==> src/rtl/lamp_ctrl_nway.sv <==
// N-way lamp controller: synchronised, debounced switches where any single flip toggles the lamp.
// Switch-to-lamp latency DEBOUNCE_CYCLES+4 clocks; optional auto-off timer and forced-off request.
module lamp_ctrl_nway #(
   parameter int NUM_SW          = 3,
   parameter int DEBOUNCE_CYCLES = 16,
   parameter int AUTO_OFF_CYCLES = 0
) (
   input  logic              clk,
   input  logic              rst_n,
   input  logic [NUM_SW-1:0] sw,
   input  logic              force_off,
   output logic              F,
   output logic [NUM_SW-1:0] sw_stable,
   output logic              toggle_evt
);
   localparam logic [15:0] DB_LAST = 16'(DEBOUNCE_CYCLES - 1);
   localparam logic [23:0] AO_LAST = (AUTO_OFF_CYCLES == 0) ? 24'd0 : 24'(AUTO_OFF_CYCLES - 1);
   localparam bit          AO_EN   = (AUTO_OFF_CYCLES != 0);

   logic [NUM_SW-1:0] r_sync1;
   logic [NUM_SW-1:0] r_sync2;
   logic [NUM_SW-1:0] r_stable;
   logic [NUM_SW-1:0] r_stable_d;
   logic [NUM_SW-1:0] r_chg;
   logic [15:0]       r_db_cnt [NUM_SW];
   logic [23:0]       r_ao_cnt;
   logic              r_lamp;
   logic              r_evt;
   logic              w_chg_par;
   logic              w_chg_any;
   logic              w_timeout;

   // A level is accepted only after it has differed from the stable value for DEBOUNCE_CYCLES samples.
   always_ff @(posedge clk or negedge rst_n) begin
      if (!rst_n) begin
         r_sync1  <= '0;
         r_sync2  <= '0;
         r_stable <= '0;
         for (int i = 0; i < NUM_SW; i++) r_db_cnt[i] <= '0;
      end else begin
         r_sync1 <= sw;
         r_sync2 <= r_sync1;
         for (int i = 0; i < NUM_SW; i++) begin
            if (r_sync2[i] == r_stable[i]) begin
               r_db_cnt[i] <= '0;
            end else if (r_db_cnt[i] == DB_LAST) begin
               r_stable[i] <= r_sync2[i];
               r_db_cnt[i] <= '0;
            end else begin
               r_db_cnt[i] <= r_db_cnt[i] + 16'd1;
            end
         end
      end
   end

   always_ff @(posedge clk or negedge rst_n) begin
      if (!rst_n) begin
         r_stable_d <= '0;
         r_chg      <= '0;
      end else begin
         r_stable_d <= r_stable;
         r_chg      <= r_stable ^ r_stable_d;
      end
   end

   // Odd parity of the change vector means a net single flip; even counts cancel.
   assign w_chg_par = ^r_chg;
   assign w_chg_any = |r_chg;
   assign w_timeout = AO_EN && r_lamp && (r_ao_cnt == AO_LAST);

   always_ff @(posedge clk or negedge rst_n) begin
      if (!rst_n) begin
         r_lamp   <= 1'b0;
         r_evt    <= 1'b0;
         r_ao_cnt <= '0;
      end else begin
         r_evt <= 1'b0;
         if (force_off) begin
            r_lamp   <= 1'b0;
            r_ao_cnt <= '0;
         end else if (w_chg_par) begin
            r_lamp   <= ~r_lamp;
            r_evt    <= 1'b1;
            r_ao_cnt <= '0;
         end else if (w_timeout) begin
            r_lamp   <= 1'b0;
            r_ao_cnt <= '0;
         end else if (AO_EN && r_lamp && !w_chg_any) begin
            r_ao_cnt <= r_ao_cnt + 24'd1;
         end else begin
            r_ao_cnt <= '0;
         end
      end
   end

   assign F          = r_lamp;
   assign sw_stable  = r_stable;
   assign toggle_evt = r_evt;

endmodule

==> config.mk <==
export PLATFORM = sky130hd
export DESIGN_NAME = lamp_ctrl_nway
export DESIGN_NICKNAME = d
export VERILOG_FILES = /design/src/rtl/lamp_ctrl_nway.sv
export SDC_FILE = /design/constraint.sdc
export NUM_CORES = 1
export LEC_CHECK = 0
export ABC_CLOCK_PERIOD_IN_PS = 3440
export BUFFER_PORTS_ARGS = -buffer_cell sky130_fd_sc_hd__buf_2
export CAP_MARGIN = 30
export CORE_MARGIN = 2
export CORE_UTILIZATION = 40
export DETAILED_ROUTE_END_ITERATION = 10
export GPL_TIMING_DRIVEN = 0
export PLACE_DENSITY_LB_ADDON = 0.25
export SLEW_MARGIN = 40
export SYNTH_ARGS = -nofsm -noshare
export SYNTH_HDL_FRONTEND = slang
export SYNTH_SLANG_ARGS = --single-unit
==> constraint.sdc <==
create_clock -name clk -period 3.44 [get_ports clk]
set_input_delay 0 -clock clk [delete_from_list [all_inputs] [get_ports clk]]
set_output_delay 0 -clock clk [all_outputs]
set_load 0.01 [all_outputs]
# Yosys cells after proc, flatten, opt, wreduce, memory -nomap -nowiden
# Cells that the tools add are included.
# Widths: inputs -> output; s select.
# totals
ff_bits	65
inputBits	6
out_inout_bits	5
# classes
addsub	3
n_eq_ne	6
n_mux	10
bitwise	5
reduce_logical	5
# op_table
op	count
$mux 16	6
$add 16x1->16 const B	3
$eq 16x4->1 const B	3
$reduce_and 2->1	3
$mux 1	4
$not 1->1	4
$eq 1x1->1	3
$reduce_xor 3->1	1
$xor 3x3->3	1
$reduce_bool 2->1	1

# Logic depth before layout (Yosys ltp)
# Gate-level depths: netlist of the first run.
# logic_depth
depth_word	3
depth_mapped	6
ltp_nobuf	5

# Worst setup path after synthesis of the first run
# Ideal clock, no wire load.
# synth_timing
path_type	register to register
from	register r_db_cnt[16] in the netlist's numbering
to	register r_db_cnt[22] in the netlist's numbering
setup_ps	119
arrival_ps	1310
required_ps	3321
setup_slack_ps	2012
stages_incl_launch_ff	7
path_buffers	1
synth_period_minus_slack_ps	1428
path_cell_list	dfrtp_1 > ha_1 > nand3_2 > nand4b_1 > nand2_2 > buf_4 > nor2_1
# synth_via
elab_chain_cells	3
# synth_rtl
element	line_no	text
start: declaration	25	logic [15:0] r_db_cnt [NUM_SW];
start signal: indexed assignment	50	r_db_cnt[i] <= r_db_cnt[i] + 16'd1;
$add 16x1->16 or $eq 16x4->1 (tied branches)	50, 46	
$mux 16 *	46	end else if (r_db_cnt[i] == DB_LAST) begin
$mux 16 *	44	if (r_sync2[i] == r_stable[i]) begin
# Mark *: on every way between the ends. The rest lies on a longest branch, timed or not.
# A chain may end at the register's enable or synchronous reset.

# Final worst setup path of the first run
# layout_timing
from	register r_db_cnt[16] in the netlist's numbering
to	register r_db_cnt[24] in the netlist's numbering
# Same word-level chain as after synthesis.

==> results.md, run 1 <==
- DRT Pass-1 Iters: 4
- VDD IR max: around 0.00021 V
- Pleak: 1.45 nW
- P per Cell Area: around 460 mW/mm^2
- Critical Path AT: 1.95 ns
- Die Span X: ~90 um
- Fillers: 697
- Mapped Cells: approximately 270
- Worst setup SP type: flip-flop
- Crit path time final: 1.72 ns
- GPL Wtd Cong: 0.713
- Die Y-Extent: 90.5 um
- Initial DRC Count: 64
- Fin util: 0.478
- Hold crit path type: in2async
- Total Routing Usage GR: 0.140
- FF-to-FF path depth: 6
- Final worst path period share: 0.499
- CP Class: reg2reg
- DP Area: 0.00319 sq mm
- WHS: 0.104 ns
- CTS tree: built
- CP max FO: 10
- EDFF count, synth: 0
- Vias in the first global route: 2014
- Crit path max-delay cell type: dfrtp_1
- Slew HR: 0.721
- RSZ-0062 raised after global routing: no
- Clk pin slew, worst setup/hold paths: 0.08 ns
- Antenna diodes: 0
- Share of layout cells above drive strength 1: 0.190
- Syn_area_per_cell: 11.2 sq um
- Ys flop type: dfrtp_1
- Least-Margin Pin Slew: 0.418 ns
- Max incr delay on CP: 0.40 ns
- Max-slew violation count: 0
- Core area: around 0.0073 sq mm
- # clock sinks: 65
- Critical path cell sequence: ha_1, nand3_2, nand4b_1, nand2_2, buf_4, nor2_1
- Clk root buf: clkbuf_8
- Nets@finish: 304
- Initial antenna violation count: 0
- Number of synthesized register bits: 65
- FF-to-FF setup slack: 1.72 ns
- Area growth syn-to-layout: 15.9%
- Final HPWL from detailed placement: 3410 um
- Final hold vios: 0
- Peak Freq: 582 MHz
- CTS resizes: 0
- Via count: 1924
- Worst-case clock buffer depth: 2
- Reg-to-reg endpoint: r_db_cnt[24]$_DFF_PN0_
- H-tree levels: 3
- Worst r2r src: r_db_cnt[16]$_DFF_PN0_
- Mapped cell area: 0.00299 sq mm
- Post-route cell area: about 0.0035 sq mm
- Netlist cell types: 25
- Die ar.: 0.00819 sq mm
- CP endpoint kind: flip-flop
- Worst path required time: 3.67 ns
- Routed wire length: between 5000 and 6000 um
- Max_cap viols: 0
- DRC: 0
- Worst-Skew Late Latency: 0.35 ns
- Seq/Total Area, Yosys: 0.544
- # setup viols final: 0
- Pin count of the biggest net entering global routing: 40
- Syn_nets: approximately 280
- First-pass GRT wire length: 9140 um
- Port bufs: 10
- Worst clock skew: 0.0131 ns
- Routed Antenna Nets: 0
- Rows: 31
- Initial Utilization: 0.412
- Asr flop ratio synth: 1.00
- Wire per inst: roughly 13 um
- Power Total: between 1.5 and 2 mW
- Setup total negative slack: 0 ns
- Status: complete, no violations
- CTS buffer count: 9
- I/O pin cnt: 11
- Number of vias per cell: 4.82
- Synth warn: 0
- GR Overflow Total: 0
[worst max path at each step]
stage,from,to,slack [ns],cells past startpoint
2_1_floorplan,r_db_cnt[16]$_DFF_PN0_,r_db_cnt[22]$_DFF_PN0_,2.01,6
3_3_place_gp,r_db_cnt[16]$_DFF_PN0_,r_db_cnt[26]$_DFF_PN0_,1.76,6
3_5_place_dp,r_db_cnt[16]$_DFF_PN0_,r_db_cnt[24]$_DFF_PN0_,1.75,6
4_1_cts,r_db_cnt[16]$_DFF_PN0_,r_db_cnt[24]$_DFF_PN0_,1.71,6
5_1_grt,r_db_cnt[32]$_DFF_PN0_,r_db_cnt[43]$_DFF_PN0_,1.62,6
6_report,r_db_cnt[16]$_DFF_PN0_,r_db_cnt[24]$_DFF_PN0_,1.72,6
[critical path, delay by kind of cell (launching register included)]
family        cells  cell delay, ns
flops             1            0.40
fa+ha+maj         1            0.22
buf+inv           1            0.20
simple gates      4            0.78
[layout make-up]
type	instances	area, sq um	share of cell area
flip-flops and latches	65	1630	0.469
multi-input cells	189	1300	0.375
clock buffers	10	138	0.0397
well taps	99	124	0.0357
repair buffers	16	123	0.0354
clock inverters	6	90.1	0.0260
inverters	11	41.3	0.0119
plain buffers	3	22.5	0.00650
[synth_stat cells (2+ instances only)]
cell type  instances  area (sq um)
nand3_2            2          20.0
nor3_1            12          60.1
xnor2_1           38           333
and3_1             4          25.0
nor4_1            10          62.6
ha_1               3          37.5
inv_1             11          41.3
buf_4              3          22.5
xor2_1            12           105
nor2_2             3          18.8
nand4_4            2          42.5
nand4b_1           2          17.5
nand4_1            9          56.3
nand3_1           11          55.1
dfrtp_1           65          1630
nor4_2            11           138
nor2_1            52           195
mux2_2             2          22.5
nand4_2            2          25.0
nand2_2            3          18.8
nand2_1            7          26.3
[cells by family (layout without fill, tap and decap cells)]
kind of cell / Yosys count / after routing / share of synthesized area
xor gates and xnor gates: 50 / 50 / 0.146
muxes: 3 / 3 / 0.0113
buffers and inverters: 14 / 46 / 0.0213
adders and majority gates: 3 / 3 / 0.0125
DFF: 65 / 65 / 0.544
and+or+nand+nor: 131 / 131 / 0.260
AOI/OAI and AO/OA: 2 / 2 / 0.00460
[state kept, by name, indices dropped and copies added, names as in the netlist]
signal	count
r_sync2	3
F	1
r_stable_d	3
r_chg	3
toggle_evt	1
sw_stable	3
r_sync1	3
r_db_cnt	48
[through the flow]
step,setup slack (ns),cells
3_3_place_gp,1.76,377
2_1_floorplan,2.01,268
4_1_cts,1.71,399
5_1_grt,1.62,399
3_5_place_dp,1.75,378
6_report,1.72,399
[repair_timing]
item | CTS | global route
endpoints found under the setup margin | 0 | 0
setup buffers | 0 | 0
hold endpoints to repair | 70 | 0
hold buffers | 5 | 0
[metal layers]
layer,GRT usage,vias up,wire length (um)
met5,0,-,0
met4,0.0846,0,136
met3,0.0376,8,143
met2,0.199,29,2130
met1,0.191,915,2620
li1,-,972,-
[placed cells by master, fill, tap and decap left out, drive strengths merged]
master / Yosys / routed
mux2: 3 / 3
nand4b: 2 / 2
clkinvlp: 0 / 1
nor2: 55 / 55
dlygate4sd3: 0 / 5
dfrtp: 65 / 65
nand4: 13 / 13
inv: 11 / 12
ha: 3 / 3
nor3: 12 / 12
and3: 4 / 4
buf: 3 / 14
a31o: 1 / 1
clkinv: 0 / 2
nand2: 10 / 10
xnor2: 38 / 38
nor4: 21 / 21
a21oi: 1 / 1
clkbuf: 0 / 10
bufinv: 0 / 2
nand3: 14 / 14
xor2: 12 / 12
[where the power goes]
part           total (mW)  internal [mW]  switching [mW]
clock network       0.738          0.430           0.308
registers           0.787          0.776          0.0110
logic              0.0524         0.0203          0.0321
total                1.58           1.23           0.351
(Power assumes the default switching activity.)
==> run 2: changes to the inputs <==
--- a/config.mk
+++ b/config.mk
@@ -5,7 +5,7 @@
 export SDC_FILE = /design/constraint.sdc
 export NUM_CORES = 1
 export LEC_CHECK = 0
-export ABC_CLOCK_PERIOD_IN_PS = 3440
+export ABC_CLOCK_PERIOD_IN_PS = 1400
 export BUFFER_PORTS_ARGS = -buffer_cell sky130_fd_sc_hd__buf_2
 export CAP_MARGIN = 30
 export CORE_MARGIN = 2
==> constraint.sdc (replaced) <==
create_clock -name clk -period 1.4 [get_ports clk]
set_input_delay 0 -clock clk [delete_from_list [all_inputs] [get_ports clk]]
set_output_delay 0 -clock clk [all_outputs]
set_load 0.01 [all_outputs]
==> run 2 against run 1 <==
  * The run now ends with negative setup slack left
  * Critical path depth down 1
  * Register-to-register slack worse by 1.8 ns
  * Sequential power grew 150%
  * Combinational power rose to 4.6 times the previous value
  * Fmax rose by 13%
  * Clock skew down 0.0022 ns
  * Final area grew 22%
  * Clock power is 150% higher
  * First-iteration DRC count rose by 36%
==> results.md, run 2 (synthesis gave the netlist of run 1 again) <==
- Nets@finish: 346
- Critical path cell sequence: nor4_2, nand4_1, nand2_2, buf_6, nor2_1
- Most frequent cells in the layout: dfrtp_1, buf_4, xnor2_1
- Final cell count without fillers: between 400 and 500
- Worst-Skew Late Latency: 0.35 ns
- WHS: 0.114 ns
- # setup viols final: 48
- Port bufs: 10
- Commonest non-fill, non-tap cell in the layout: dfrtp_1
- Pin count of the biggest net entering global routing: 41
- Vias in the first global route: 2131
- RSZ-0062 raised after global routing: yes
- Critical Path AT: 1.76 ns
- Hold crit path type: in2async
- Routed wire length: 6370 um
- Initial antenna violation count: 0
- Largest delay share family, worst path: simple AND/OR/NAND/NOR gates
- Clock power share: 0.456
- Worst-case clock buffer depth: 2
- Rows: 31
- Final HPWL from detailed placement: around 3400 um
- Final worst path period share: 1.09
- Wire per inst: 14.5 um
- Crit path max-delay cell type: dfrtp_1
- Die Span X: 90.5 um
- Reg with most FFs: r_db_cnt
- P per Cell Area: between 900 and 1000 mW/mm^2
- Clk root buf: clkbuf_8
- I/O pin cnt: 11
- Core area: approximately 0.0073 sq mm
- Setup total negative slack: -2.54 ns
- CTS tree: built
- GPL Wtd Cong: 0.760
- Worst clock skew: ~0.011 ns
- Max-slew violation count: 0
- VDD IR max: slightly above 0.0006 V
- Least-Margin Pin Slew: 0.340 ns
- DRT Pass-1 Iters: 4
- Worst setup SP type: flip-flop
- Internal power: 3.08 mW
- Max reg flops: 48
- Reg area: 0.00165 sq mm
- CP Buf/Inv Count: 1
- Initial DRC Count: 87
- Comb pwr share: 0.060
- Die Y-Extent: 90.5 um
- Max_cap viols: 0
- Initial Utilization: 0.412
- Worst path required time: 1.63 ns
- Final hold vios: 0
- Pleak: 1.77 nW
- CTS buffer count: 9
- Peak Freq: 656 MHz
- DRC: 0
- Max incr delay on CP: 0.46 ns
- Failing checks: negative setup slack
- Multi-input logic area: 0.00169 sq mm
- Status: complete, but fails checks
- Die ar.: 0.00819 sq mm
- CP Class: reg2reg
- # clock sinks: 65
- Power Total: 4.01 mW
- FF-to-FF path depth: 5
- Final worst setup slack: -0.124 ns
- Share of layout cells above drive strength 1: 0.494
- Area growth syn-to-layout: 41.4%
- Slew HR: 0.773
- Placed instance count: 378
- CP endpoint kind: flip-flop
- Switching part of the total: 0.232
- Clk pin slew, worst setup/hold paths: around 0.080 ns
- Switch Pwr: roughly 930 uW
- First-pass GRT wire length: 10300 um
- H-tree levels: 3
- Sequential share of power: 0.484
- CP max FO: 5
- Crit path time final: 1.52 ns
- Number of vias per cell: 4.97
- GR Overflow Total: 0
- Fillers: 583
- Total Routing Usage GR: 0.158
- Critical Path Stages: 5
- Via count: 2190
- Routed Antenna Nets: 0
- Antenna diodes: 0
run 2: cell count changes in the layout (fill, tap and decap cells not counted), sizes merged:
cell,previous run,this run
buf,14,56
run 2: layout make-up:
| cell class | instances | area share |
|---|---|---|
| multi-input combinational | 189 | 0.400 |
| sequential | 65 | 0.389 |
| timing repair buffer | 58 | 0.110 |
| clock buffer | 10 | 0.0325 |
| tap | 99 | 0.0293 |
| clock inverter | 6 | 0.0213 |
| inverter | 11 | 0.00976 |
| buffer | 3 | 0.00799 |
run 2: metrics by stage:
stage          utilization  setup WS, ns  area [sq um]
6_report             0.583        -0.124          4230
5_1_grt              0.583        -0.184          4230
4_1_cts              0.530       -0.0520          3850
3_5_place_dp         0.442        -0.271          3210
3_3_place_gp         0.439        -0.246          3190
2_1_floorplan            -       0.00462          3010
run 2: layer usage:
layer / track usage / vias up / part of all wire
met5: 0 / - / 0
met4: 0.0615 / 0 / 0.020
met3: 0.0434 / 13 / 0.024
met2: 0.240 / 24 / 0.49
met1: 0.216 / 1100 / 0.47
li1: - / 1053 / -
run 2: timing repair:
action	4_1_cts	5_1_grt
endpoints found under the setup margin	49	49
hold buffers	5	0
endpoints found under the hold margin	70	0
pin swaps	35	26
setup buffers	25	15
gates cloned	2	1
gates resized for setup	40	66
run 2: path summary, 6_finish.rpt:
check	endpoint	start	slack (ns)
worst min-delay path	r_db_cnt[18]$_DFF_PN0_	rst_n	0.11
worst max-delay path	r_db_cnt[11]$_DFF_PN0_	r_db_cnt[6]$_DFF_PN0_	-0.12
min in group clk	r_sync1[0]$_DFF_PN0_	sw[0]	0.29
worst min register to register	r_sync2[2]$_DFF_PN0_	r_sync1[2]$_DFF_PN0_	0.35
worst max register to register	r_db_cnt[11]$_DFF_PN0_	r_db_cnt[6]$_DFF_PN0_	-0.12
max in group asynchronous	r_db_cnt[11]$_DFF_PN0_	rst_n	0.76
run 2: power groups by stage:
| stage | registers [mW] | logic [mW] | clock network (mW) |
|---|---|---|---|
| global route | 1.94 | 0.269 | 1.96 |
| detailed placement | 1.97 | 0.129 | 0 |
| CTS | 1.94 | 0.198 | 1.86 |
| floorplan | 1.97 | 0.0573 | 0 |
| finish | 1.94 | 0.241 | 1.82 |
| global placement | 1.97 | 0.118 | 0 |
run 2: worst reg2reg max path, stage by stage, from the launching register on:
cell,delay (ns)
dfrtp_1,0.46
nor4_2,0.33
nand4_1,0.23
nand2_2,0.17
buf_6,0.16
nor2_1,0.06
